$ cat src/rtl/bram_uart_streamer.sv
// bram_uart_streamer: reads a run of BRAM words and streams each one LSB byte first
// through the uart_transmit trigger/busy handshake.
module bram_uart_streamer #(
  parameter int ADDR_WIDTH   = 16,
  parameter int COUNT_WIDTH  = 16,
  parameter int BRAM_LATENCY = 2
) (
  input  logic                   clk_in,
  input  logic                   rst_in,
  input  logic                   start_in,
  input  logic [ADDR_WIDTH-1:0]  base_addr_in,
  input  logic [COUNT_WIDTH-1:0] word_count_in,
  output logic [ADDR_WIDTH-1:0]  addr_out,
  input  logic [31:0]            data_in,
  input  logic                   uart_busy_in,
  output logic [7:0]             uart_data_out,
  output logic                   uart_trigger_out,
  output logic                   busy_out,
  output logic                   done_out
);
  typedef enum logic [2:0] {IDLE, FETCH, LOAD, SEND, ACK, DRAIN, NEXT, DONE} state_t;
  state_t                 r_state;
  logic [COUNT_WIDTH-1:0] r_count;
  logic [COUNT_WIDTH-1:0] r_word;
  logic [1:0]             r_byte_idx;
  logic [7:0]             r_lat;
  logic [31:0]            r_shift;
  always_ff @(posedge clk_in) begin
    if (rst_in) begin
      r_state          <= IDLE;
      r_count          <= '0;
      r_word           <= '0;
      r_byte_idx       <= '0;
      r_lat            <= '0;
      r_shift          <= '0;
      addr_out         <= '0;
      uart_data_out    <= '0;
      uart_trigger_out <= 1'b0;
      busy_out         <= 1'b0;
      done_out         <= 1'b0;
    end else begin
      uart_trigger_out <= 1'b0;
      done_out         <= 1'b0;
      case (r_state)
        IDLE: if (start_in) begin
          r_count  <= word_count_in;
          r_word   <= '0;
          r_lat    <= '0;
          busy_out <= 1'b1;
          if (word_count_in != '0) addr_out <= base_addr_in;
          r_state  <= word_count_in == '0 ? DONE : FETCH;
        end
        FETCH: begin
          r_lat <= r_lat + 8'd1;
          if (r_lat == 8'(BRAM_LATENCY - 1)) r_state <= LOAD;
        end
        LOAD: begin
          r_shift    <= data_in;
          r_byte_idx <= '0;
          r_state    <= SEND;
        end
        SEND: if (!uart_busy_in) begin
          uart_data_out    <= r_shift[7:0];
          uart_trigger_out <= 1'b1;
          r_state          <= ACK;
        end
        ACK: if (uart_busy_in) r_state <= DRAIN;
        DRAIN: if (!uart_busy_in) r_state <= NEXT;
        NEXT: if (r_byte_idx != 2'd3) begin
          r_byte_idx <= r_byte_idx + 2'd1;
          r_shift    <= r_shift >> 8;
          r_state    <= SEND;
        end else if (r_word != r_count - 1'b1) begin
          // stepping the address by one wraps modulo 2^ADDR_WIDTH, same as base+word
          r_word   <= r_word + 1'b1;
          addr_out <= addr_out + 1'b1;
          r_lat    <= '0;
          r_state  <= FETCH;
        end else begin
          r_state <= DONE;
        end
        DONE: begin
          done_out <= 1'b1;
          busy_out <= 1'b0;
          r_state  <= IDLE;
        end
        default: r_state <= IDLE;
      endcase
    end
  end
endmodule

$ cat config.mk
export PLATFORM = sky130hd
export DESIGN_NAME = bram_uart_streamer
export DESIGN_NICKNAME = d
export VERILOG_FILES = /design/src/rtl/bram_uart_streamer.sv
export SDC_FILE = /design/constraint.sdc
export NUM_CORES = 1
export LEC_CHECK = 0
export ABC_AREA = 1
export CORE_MARGIN = 1
export CORE_UTILIZATION = 50
export CTS_BUF_LIST = sky130_fd_sc_hd__clkbuf_8
export DETAILED_ROUTE_END_ITERATION = 16
export PLACE_DENSITY = 0.84
export SYNTH_ARGS = -nofsm -noshare
export SYNTH_HDL_FRONTEND = slang
export SYNTH_SLANG_ARGS = --single-unit
$ cat constraint.sdc
create_clock -name clk_in -period 2.15 [get_ports clk_in]
set_input_delay 0.43 -clock clk_in [delete_from_list [all_inputs] [get_ports clk_in]]
set_output_delay 0.43 -clock clk_in [all_outputs]
set_load 0.01 [all_outputs]
* After elaboration in Yosys (flattened, before gate mapping)
Cells that the tools add are included.
** Cells by class
- Equal/unequal tests :: 19
- Reductions and logical operators :: 16
- Bitwise operators :: 2
- Mux-type cells :: 30
- $add $sub $neg :: 5
** Operators by type and width (number)
- $mux 16 :: 7
- $pmux 16 s2 :: 2
- $pmux 32 s2 :: 1
- $add 16x1->16 const B :: 2
- $mux 32 :: 1
- $mux 3 :: 8
- $mux 8 :: 3
- $pmux 3 s8 :: 1
- $pmux 8 s3 :: 1
- $ne 2x2->1 const B :: 10
- $logic_not 16->1 :: 1
- $ne 16x16->1 :: 1
- $reduce_bool 16->1 :: 1
- $sub 16x1->16 const B :: 1
- $eq 3x3->1 const B :: 4
- $reduce_and 5->1 :: 2
- $add 8x1->8 const B :: 1
- $eq 8x1->1 const B :: 1
- $reduce_and 2->1 :: 4
- $reduce_and 4->1 :: 2
- $eq 3x2->1 const B :: 2
- $reduce_bool 2->1 :: 3
- $pmux 2 s2 :: 1
- $eq 3x1->1 const B :: 1
- other kinds (8) :: 11
** Word-level totals
- Logic and storage cells :: 83
- Register bits after elaboration :: 104
- Input port bits :: 68
- Output and inout port bits :: 27

* Longest topological paths before layout
- Word-level depth :: 5
- Depth in mapped cells :: 18
- Gate-level depth less buffers :: 17

* Least setup slack after synthesis
Ideal clock, no wire load.
- Path kind :: register to register
- From :: reg r_count[0]
- To :: reg addr_out[14]
- Data arrival time :: 1.837 ns
- Setup time :: 0.140 ns
- Data required time :: 2.010 ns
- Period minus slack after synthesis :: 1.977 ns
- Path slack :: 0.173 ns
- Path buffers :: 1
- Cell stages (with the launch flop) :: 18
- Cell sequence :: dfxtp_1 > inv_2 > ha_1 > inv_1 > nand2_1 > nand2_1 > nand2_1 > nor2_1 > nand3_1 > nor2_1 > nand2_1 > nor2_2 > nand3_4 > nand3_4 > nor2_8 > buf_6 > nand2_2 > a21oi_2
** On the way
- Cells in the longest elaborated chain, start to end :: 4
** Ends and longest elaborated chain
- start, declared :: line 23 : logic [COUNT_WIDTH-1:0] r_count;
- start signal, assigned :: line 46 : r_count <= word_count_in;
- $sub 16x1->16 :: line 73 : end else if (r_word != r_count - 1'b1) begin
- $ne 16x16->1 :: line 73
- $ne 2x2->1 (no source line)
- $reduce_and 5->1 (no source line)
- end signal, assigned :: line 50 : if (word_count_in != '0) addr_out <= base_addr_in;
- end signal, assigned :: line 76 : addr_out <= addr_out + 1'b1;
- end, declared :: line 13 : output logic [ADDR_WIDTH-1:0] addr_out,
No other way between the ends.
A chain may end at the register's enable or synchronous reset.

* Worst setup path in the final report
- From :: reg r_count[1]
- To :: reg addr_out[3]
Same word-level chain as after synthesis.

==> flow_summary_export.csv <==
group,metric,value,unit
power,power.static_leakage,2.99,nW
cells_and_area,ff_latch_area,0.00209,sq mm
detailed_routing,via_per_inst,5.43,
synth,yosys.area.top_type_share,36.4,%
setup_path,cp_data_required_time,2.48,ns
cells_and_area,stdcell_area,0.00747,sq mm
die,dieArea,0.0119,sq mm
synth,ys_seq_area_share,36.4,%
placed_design,place_congestion,0.898,
worst_hold_path,min_path_type,"register to register",
sta,slew_viol_final,0,
sta,finClkSkew,0.0129,ns
detailed_routing,post-route-drc-count,0,
clocking,clock-root-buffer,"clkbuf_8",
die,rows,38,
cells_and_area,final_common_cell,"nand2_1",
detailed_routing,drt_iter0_markers,524,
sta,tightest_slew,0.633,ns
global_routing,grt_max_degree,52,
die,core_area,0.0110,sq mm
detailed_routing,drt_first_pass_iters,5,
clocking,cts_inserted_buffers,9,
setup_path,r2r_setup_slack,0.05,ns
setup_path,reg2reg_depth,15,
sta,period_share,97.8,%
cells_and_area,final_nets,1046,
worst_hold_path,hold_depth,1,
synth,yosysWarnings,0,
global_routing,grt_pass1_wl,24800,microns
synth,synthCells,850,
synth,synth-async-reset-ratio,0,%
setup_path,critPathCapture,"addr_out[3]",
clocking,clk_pin_slew,0.11,ns
sta,hold_viol_final,0,
die,io_pins,95,
sta,relSlewSlack,57.8,%
placed_design,dpl_cell_area,0.00702,sq mm
clocking,insertion_delay,0.39,ns
die,start_util,52.1,%
global_routing,grt_pass1_vias,5447,
die,die-height,109,microns
clocking,htreeDepth,3,
synth,synth_edf_count,0,
setup_path,r2r_end,"addr_out[3]",
cells_and_area,n_antenna_cell,0,
setup_path,crit_path_start_kind,"register",
synth,netlist_area,0.00572,sq mm
placed_design,port_buffers,94,
power,power_density,1040,mW/mm^2
synth,ys.flop_type,"dfxtp_1",
detailed_routing,wire_per_inst,14.1,microns
sta,min_period,2.10,ns
setup_path,path_max_fanout,6,
clocking,clockBufferDepth,2,
synth,synth-seq-cells,104,
detailed_routing,totalWireLength,15700,microns
global_routing,grt_usage,26.7,%
sta,setup-violations-final,0,
cells_and_area,final_cell_mix,"nand2_1 (220), dfxtp_1 (98), clkdlybuf4s50_1 (93)",
cells_and_area,n_fill_cell,881,
clocking,holdBufCountCts,0,
power,peakVddDrop,652,uV
synth,synth_top_area_cell,"dfxtp_1",
cells_and_area,area.growth.synth_to_final,30.6,%
flow_run,cap_violations,0,
setup_path,crit_start,"r_count[1]",
synth,synth_nets,924,
die,die_w,109,microns
synth,yosys-top-cells-area,"dfxtp_1 (36%), nand2_1 (15%), o21ai_0 (5.9%), nor2_1 (5.1%), a21oi_1 (4.7%)",
setup_path,cp-end-kind,"register",
setup_path,cp_data_arrival_time,2.44,ns
setup_path,reg2reg_from,"r_count[1]",
synth,syn_avg_cell_area,6.73,sq um
setup_path,crit_type,"register to register",
synth,netlist-cell-type-count,39,
global_routing,overflow,0,
cells_and_area,multi_input_area,0.00334,sq mm
sta,grt_setup_unrepaired,"true",
placed_design,dp_hpwl,10800,microns
sta,hold_ws,0.466,ns
global_routing,grt_antenna_before_repair,0,
status,outcome,"complete, no violations",
sta,fmax,475,MHz
clocking,cts_tree,"done",
detailed_routing,routed-via-count,6062,
cells_and_area,final_layout_size_suffix_gt1_share,16.7,%
clocking,clkSinkCount,104,
detailed_routing,drt.antenna.violating_nets,0,
[how the worst min path moves through the flow]
stage             startpoint       endpoint
2_1_floorplan  r_byte_idx[0]  r_byte_idx[0]
3_3_place_gp     r_shift[31]    r_shift[31]
4_1_cts          r_shift[31]    r_shift[31]
3_5_place_dp     r_shift[31]    r_shift[31]
5_1_grt        r_byte_idx[0]  r_byte_idx[0]
6_report       r_byte_idx[0]  r_byte_idx[0]
[flip-flops by register name, summed over array words and instances (netlist names)]
name	count
r_state	3
r_count	16
done_out	1
r_lat	8
r_byte_idx	2
uart_trigger_out	1
addr_out	16
uart_data_out	8
busy_out	1
r_word	16
r_shift	32
[final cells by class]
cell class / instances / area share, %
flip-flops and latches: 104 / 28.0
inverters: 74 / 3.72
multi-input cells: 635 / 44.7
clock buffers: 10 / 1.84
repair buffers: 148 / 18.6
clock inverters: 6 / 0.820
well taps: 140 / 2.34
[kinds of logic after synthesis]
| family | share of synthesized area, % |
|---|---|
| flops | 36.4 |
| buf+inv | 8.00 |
| simple gates | 34.2 |
| compound gates | 15.9 |
| xor+xnor | 4.13 |
| fa+ha+maj | 1.31 |
[through the flow]
step | setup TNS, ns | util [%] | total power (W) | instances | setup slack [ns]
6_report | 0 | 68.1 | 0.00777 | 1117 | 0.0467
5_1_grt | -1.63 | 68.1 | 0.00829 | 1117 | -0.0761
4_1_cts | 0 | 66.3 | 0.00747 | 1111 | 0.00537
3_5_place_dp | -3.63 | 63.9 | 0.00608 | 1090 | -0.235
3_3_place_gp | -1.85 | 63.9 | 0.00599 | 1090 | -0.116
2_1_floorplan | 0 | - | 0.00495 | 850 | 0.173
[where the power goes]
group / internal [W] / total [W] / switching, W
combinational: 0.00161 / 0.00383 / 0.00222
clock: 0.000481 / 0.00124 / 0.000759
sequential: 0.00234 / 0.00270 / 0.000353
total: 0.00444 / 0.00777 / 0.00333
[layer usage]
layer | GRT usage [%] | share of wire, %
met1 | 32.6 | 43
met2 | 45.0 | 49
met3 | 4.96 | 4.6
met4 | 13.1 | 3.4
met5 | 0 | 0
[what timing repair did]
action | in CTS | in global routing
pin swaps | 2 | 19
gates resized for setup | 5 | 49
buffers inserted | 4 | 5
endpoints found under the setup margin | 32 | 42
cloned | 1 | 1
[Yosys cell counts, types with 10 or more instances]
master	n
a21oi_1	54
clkbuf_1	30
a31oi_1	24
dfxtp_1	104
nand3_1	45
xor2_1	19
nand2_2	14
nor2_2	10
nor3_1	16
a21oi_2	10
nor2_1	77
nand2_1	230
nand4_1	20
o21ai_0	67
inv_1	69
[worst max-delay path, stage by stage (launching register included)]
cell	delay, ns
dfxtp_2	0.34
buf_6	0.11
nor2_4	0.11
nand2_4	0.09
nor2_4	0.18
nand2_1	0.08
nand3_1	0.08
nand2_1	0.06
inv_1	0.05
nand2_1	0.05
nor2_2	0.17
nand3_4	0.15
buf_4	0.20
nand4_2	0.11
nand2_1	0.11
a21oi_2	0.14
No activity file was read; power rests on OpenSTA's default activity.
